## src/rtl/spi_slave_engine.sv

```systemverilog
// spi_slave_engine: SPI responder bit engine between SPI pads and TX/RX FIFOs.
//   Synchronises SCK/SS/MOSI into CLK, detects SCK edges per CPOL/CPHA, shifts one
//   WORD_W word per frame, pops the TX FIFO and pushes the RX FIFO. Needs CLK >= 8x SCK.
//   Build option: SPI_SLV_LSB_FIRST_EN selects LSB-first shifting (default MSB-first).
// Ports:
//   CLK, nRST            system clock (rising), asynchronous active-low reset
//   EN                   engine enable; low aborts to IDLE
//   CPOL, CPHA           SPI mode, latched at frame start
//   SCK_IN, SS_IN, MOSI_IN  asynchronous pad inputs (SS active-low)
//   MISO_OUT, MISO_OE    serial data out and pad enable (enable high while not IDLE)
//   TX_EMPTY, TX_DATA, TX_REN  first-word-fall-through TX FIFO head and pop
//   RX_FULL, RX_DATA, RX_WEN   RX FIFO status, word and push
//   ERR_CLR              clears UNDERRUN/OVERRUN
//   ACTIVE               frame in progress
//   UNDERRUN, OVERRUN    sticky: load with TX empty / word completed with RX full
module spi_slave_engine #(
  parameter int WORD_W      = 8,
  parameter int SYNC_STAGES = 2
) (
  input  logic              CLK,
  input  logic              nRST,
  input  logic              EN,
  input  logic              CPOL,
  input  logic              CPHA,
  input  logic              SCK_IN,
  input  logic              SS_IN,
  input  logic              MOSI_IN,
  output logic              MISO_OUT,
  output logic              MISO_OE,
  input  logic              TX_EMPTY,
  input  logic [WORD_W-1:0] TX_DATA,
  output logic              TX_REN,
  input  logic              RX_FULL,
  output logic [WORD_W-1:0] RX_DATA,
  output logic              RX_WEN,
  input  logic              ERR_CLR,
  output logic              ACTIVE,
  output logic              UNDERRUN,
  output logic              OVERRUN
);
  localparam int CW = $clog2(WORD_W + 1);
  typedef enum logic [1:0] {IDLE, LOAD, XFER, DONE} state_t;
  state_t state_q;
  logic [SYNC_STAGES-1:0] sck_q, ss_q, mosi_q;
  logic sck_p_q, ss_p_q, cpol_q, cpha_q, rx_wen_q, und_q, ovr_q;
  logic [WORD_W-1:0] tx_q, rx_q, rx_data_q, tx_sh, rx_in;
  logic [CW-1:0] cnt_q;
  logic sck_s, ss_s, mosi_s, rise, fall, smp, shf, last, ss_fall, load;
  assign sck_s   = sck_q[SYNC_STAGES-1];
  assign ss_s    = ss_q[SYNC_STAGES-1];
  assign mosi_s  = mosi_q[SYNC_STAGES-1];
  assign rise    = sck_s & ~sck_p_q;
  assign fall    = ~sck_s & sck_p_q;
  // Modes 0 and 3 sample on the rising SCK edge, modes 1 and 2 on the falling edge.
  assign smp     = (cpol_q ^ cpha_q) ? fall : rise;
  assign shf     = (cpol_q ^ cpha_q) ? rise : fall;
  assign last    = smp && (cnt_q == CW'(WORD_W - 1));
  assign ss_fall = ss_p_q & ~ss_s;
  // A word is fetched at frame start and again at each word end while SS stays low.
  assign load    = EN && !ss_s && (state_q == LOAD || state_q == DONE);
  assign TX_REN  = load && !TX_EMPTY;
  assign MISO_OE = state_q != IDLE;
  assign ACTIVE  = state_q != IDLE;
  assign RX_DATA  = rx_data_q;
  assign RX_WEN   = rx_wen_q;
  assign UNDERRUN = und_q;
  assign OVERRUN  = ovr_q;
`ifdef SPI_SLV_LSB_FIRST_EN
  assign MISO_OUT = tx_q[0];
  assign tx_sh    = tx_q >> 1;
  assign rx_in    = {mosi_s, rx_q[WORD_W-1:1]};
`else
  assign MISO_OUT = tx_q[WORD_W-1];
  assign tx_sh    = tx_q << 1;
  assign rx_in    = {rx_q[WORD_W-2:0], mosi_s};
`endif
  always_ff @(posedge CLK or negedge nRST) begin
    if (!nRST) begin
      state_q   <= IDLE;
      sck_q     <= '0;
      ss_q      <= '1;
      mosi_q    <= '0;
      sck_p_q   <= 1'b0;
      ss_p_q    <= 1'b1;
      cpol_q    <= 1'b0;
      cpha_q    <= 1'b0;
      tx_q      <= '0;
      rx_q      <= '0;
      rx_data_q <= '0;
      cnt_q     <= '0;
      rx_wen_q  <= 1'b0;
      und_q     <= 1'b0;
      ovr_q     <= 1'b0;
    end else begin
      sck_q    <= {sck_q[SYNC_STAGES-2:0], SCK_IN};
      ss_q     <= {ss_q[SYNC_STAGES-2:0], SS_IN};
      mosi_q   <= {mosi_q[SYNC_STAGES-2:0], MOSI_IN};
      sck_p_q  <= sck_s;
      ss_p_q   <= ss_s;
      rx_wen_q <= 1'b0;
      und_q    <= und_q & ~ERR_CLR;
      ovr_q    <= ovr_q & ~ERR_CLR;
      if (!EN) state_q <= IDLE;
      else case (state_q)
        IDLE: if (ss_fall) begin
          cpol_q  <= CPOL;
          cpha_q  <= CPHA;
          state_q <= LOAD;
        end
        LOAD: begin
          cnt_q   <= '0;
          state_q <= ss_s ? IDLE : XFER;
        end
        XFER: begin
          if (smp) begin
            rx_q  <= rx_in;
            cnt_q <= cnt_q + CW'(1);
          end
          // The first bit must stay on MISO until it has been sampled.
          if (shf && cnt_q != '0) tx_q <= tx_sh;
          // A completed word wins over a simultaneous SS release.
          if (last) state_q <= DONE;
          else if (ss_s) state_q <= IDLE;
        end
        DONE: begin
          rx_data_q <= rx_q;
          rx_wen_q  <= !RX_FULL;
          if (RX_FULL) ovr_q <= 1'b1;
          cnt_q     <= '0;
          state_q   <= ss_s ? IDLE : XFER;
        end
      endcase
      if (load) begin
        tx_q <= TX_EMPTY ? '0 : TX_DATA;
        if (TX_EMPTY) und_q <= 1'b1;
      end
    end
  end
endmodule

```

## config.mk

```make
export PLATFORM = sky130hd
export DESIGN_NAME = spi_slave_engine
export DESIGN_NICKNAME = d
export VERILOG_FILES = /design/src/rtl/spi_slave_engine.sv
export SDC_FILE = /design/constraint.sdc
export NUM_CORES = 1
export LEC_CHECK = 0
export ABC_AREA = 1
export CAP_MARGIN = 30
export CORE_AREA = 2 2 68 70
export CTS_CLUSTER_DIAMETER = 150
export DETAILED_ROUTE_END_ITERATION = 8
export DIE_AREA = 0 0 70 72
export PLACE_DENSITY_LB_ADDON = 0.08
export SLEW_MARGIN = 20
export SYNTH_ARGS = -nofsm -noshare
export SYNTH_HDL_FRONTEND = slang
export SYNTH_SLANG_ARGS = --single-unit
```

## constraint.sdc

```tcl
create_clock -name CLK -period 1.3 [get_ports CLK]
set_input_delay 0.325 -clock CLK [delete_from_list [all_inputs] [get_ports CLK]]
set_output_delay 0.325 -clock CLK [all_outputs]
set_load 0.01 [all_outputs]
```

==> qor.txt <==
status: finished, violations left
violations in the final reports: negative setup slack
Yosys cell types: 25
cell type of the slowest stage on the worst timing path: sky130_fd_sc_hd__dfstp_2
fraction of synthesized cell area taken by the top area cell type: 0.5291
fraction of final layout cells with drive strength greater than 1: 0.2635
antenna violations before repair: 0
net count after synthesis: 238
CTS tree: yes
reg2reg end: tx_q[2]
fmax: 0.6959 GHz
detailed-route via count: 1572
Final GP Congestion: 0.7718
area of the core: 4264 µm²
Die Footprint: 5040 µm²
max-cap check violation count: 0
iteration count of the initial detailed-routing pass: 4
critical path peak fanout: 2
antenna-violating nets left: 0
worst hold margin: 0.3545 ns
Hold Fails Final Rpt: 0
fraction of the cycle the final worst path needs: 1.105
count of input and output buffers: 33
H-tree depth reported by CTS: 2
Tightest Hold Check Type: register to register
FF-to-FF setup slack: -0.02 ns
leakage power total: 0.001349 µW
Tmin final: 1.437 ns
final core utilization: 0.6306
CTS sink cnt: 43
cell count after placement: 313
number of buffer and inverter instances along the worst setup path: 2
part of the Yosys area used for sequential elements: 0.5708
overall die height: 72 µm
cts bufs inserted: 5
slew at the pin with the worst max-slew slack: 0.3547 ns
worst-case reg-to-reg path depth: 9
number of antenna diodes: 0
global-route usage over all layers: 0.1663
Cell Rows: 24
die boundary width: 70 µm
final net count: 297
worst setup path start: ss_q[1]
last element of the critical path: TX_REN
largest cells by area after synthesis: sky130_fd_sc_hd__dfrtp_1 53%, sky130_fd_sc_hd__nand2_1 15%, sky130_fd_sc_hd__nand3_1 5.3%
Final setup viols: 10
via count of the first global-routing pass: 1499
family of cells with the greatest summed delay on the critical path: flip-flops
wire length of the first global-routing pass: 6582 µm
post-synthesis instance total: 217
source-to-sink clock delay at the later pin of the worst-skew pair: 0.29 ns
headroom to the max-slew limit: 0.7632
setup repair after global routing missed its margin: true
highest ir drop seen on vdd: 0.8399 mV
post-detailed-placement half-perimeter wirelength: 2523 µm
post-synthesis area per instance: 8.718 µm²
startpoint of the most critical register-to-register path: state_q[0]
warnings from Yosys: 0
total power divided by cell area: 1295 nW/µm²
clock edge transition at the registers on the reported setup and hold paths: 0.08 ns
critical path's largest stage delay: 0.56 ns
most area-hungry cell type in the Yosys netlist: sky130_fd_sc_hd__dfrtp_1
maximum number of pins on one net before global-route repair: 36
crit path cell chain: nor2_4 > nand2_2 > inv_4 > buf_6
total length of routed wires: 3845 µm
area grow syn2layout: 42.13%
critical path endpoint category: output pin
number of vias per cell after detailed routing: 4.778
number of buffers on the longest clock path: 2
DRC violations left: 0
worst setup slack after layout: -0.1370 ns
startpoint class of the critical path: register
setup clock skew after layout: 0.01012 ns
Post-Route Setup TNS: -0.4445 ns
data arrival at the endpoint of the critical path: 1.11 ns
DRT iter0 DRCs: 71
count of state elements after synthesis: 43
Crit. path cell count: 4
IO Count: 34
global route overflow: 0
data required time at the worst endpoint: 0.98 ns
summed instance area of the synthesized netlist: 1892 µm²
library cell used as clock root buffer: sky130_fd_sc_hd__clkbuf_8
final number of max-transition violations: 0
initial standard-cell utilization of the core: 0.4437
hold path startpoint: sck_q[0]
average routed wire per standard cell: 11.69 µm
fin cells: 329
Setup Crit Path Kind: register to output pin
[synth_stat cells]
master / instances
sky130_fd_sc_hd__nand3_4: 1
sky130_fd_sc_hd__o211ai_1: 1
sky130_fd_sc_hd__buf_6: 3
sky130_fd_sc_hd__inv_2: 2
sky130_fd_sc_hd__nor3b_1: 1
sky130_fd_sc_hd__mux2_2: 1
sky130_fd_sc_hd__nand2_1: 78
sky130_fd_sc_hd__nor2_1: 13
sky130_fd_sc_hd__xor2_1: 1
sky130_fd_sc_hd__inv_1: 21
sky130_fd_sc_hd__nor3_1: 1
sky130_fd_sc_hd__clkbuf_1: 1
sky130_fd_sc_hd__dfstp_2: 3
sky130_fd_sc_hd__clkinv_1: 1
sky130_fd_sc_hd__nand2_2: 2
sky130_fd_sc_hd__nand2_4: 2
sky130_fd_sc_hd__buf_4: 1
sky130_fd_sc_hd__nand3_1: 20
sky130_fd_sc_hd__nor2_4: 1
sky130_fd_sc_hd__o21ai_0: 16
sky130_fd_sc_hd__nor2_2: 1
sky130_fd_sc_hd__dfrtp_1: 40
sky130_fd_sc_hd__ha_1: 2
sky130_fd_sc_hd__o21ai_1: 1
sky130_fd_sc_hd__a21oi_1: 3
[worst min path at each step]
stage                     cells after the start    endpoint
after floorplan                               0     OVERRUN
after global placement                        1  RX_DATA[7]
after detailed placement                      1  RX_DATA[7]
after CTS                                     0    sck_q[1]
after global routing                          0    sck_q[1]
final                                         0    sck_q[1]
[through the flow]
step	power (µW)	setup WS, ns	area (µm²)
final	3483	-0.1370	2689
after global routing	3708	-0.1919	2689
after global placement	2322	-0.7354	2370
after floorplan	2031	0.01977	1892
after CTS	3419	-0.1901	2532
after detailed placement	2344	-0.7416	2370
[layer usage]
metal / GRT usage / share of wire
met5: 0 / 0
met4: 0.05128 / 0.012
met3: 0.04167 / 0.042
met2: 0.2751 / 0.47
met1: 0.2187 / 0.47
[repair_timing]
action	CTS	global route
hold buffers	1	0
gates resized for setup	40	42
pin swaps	6	9
buffers inserted	3	3
gates cloned	1	0
setup endpoints to repair	36	33
hold endpoints to repair	8	0
[where the power goes]
| group | switching (µW) | internal (µW) |
|---|---|---|
| Combinational | 455 | 392 |
| Clock | 446 | 573 |
| Sequential | 101 | 1520 |
| Total | 1000 | 2480 |
[final cells by class]
class	instances	area, µm²
clock inverters	2	37.54
flip-flops and latches	43	1080
repair buffers	56	526.8
fillers	372	1575
multi-input cells	146	812.0
inverters	24	95.09
clock buffers	6	72.57
well taps	52	65.06
[state kept, by name (all words and copies together), names as in the netlist]
signal and cells:
ss_p_q 1, RX_DATA 8, cpol_q 1, cpha_q 1, rx_q 8, OVERRUN 1, mosi_q 2, RX_WEN 1
UNDERRUN 1, state_q 2, sck_p_q 1, tx_q 8, ss_q 2, sck_q 2, cnt_q 4
[logic make-up after synthesis]
logic type | after synthesis | synth area share
multiplexers | 1 | 0.005952
adder cells (fa/ha/maj) | 2 | 0.01323
AND/OR/NAND/NOR | 120 | 0.2771
XOR/XNOR | 1 | 0.004630
buffers and inverters | 29 | 0.07143
flip-flops | 43 | 0.5708
AO/OA/AOI/OAI | 21 | 0.05688
[cell usage in the layout (no fill, tap or decap), drive strengths merged, types with 2 or more instances in the layout]
master,Yosys,routed
buf,4,26
nand2,82,82
nor2,15,15
ha,2,2
clkdlybuf4s15,0,12
nand3,21,22
clkdlybuf4s50,0,16
dfrtp,40,40
dfstp,3,3
clkbuf,1,6
a21oi,3,3
inv,23,24
o21ai,17,17
(Power assumes the default switching activity.)
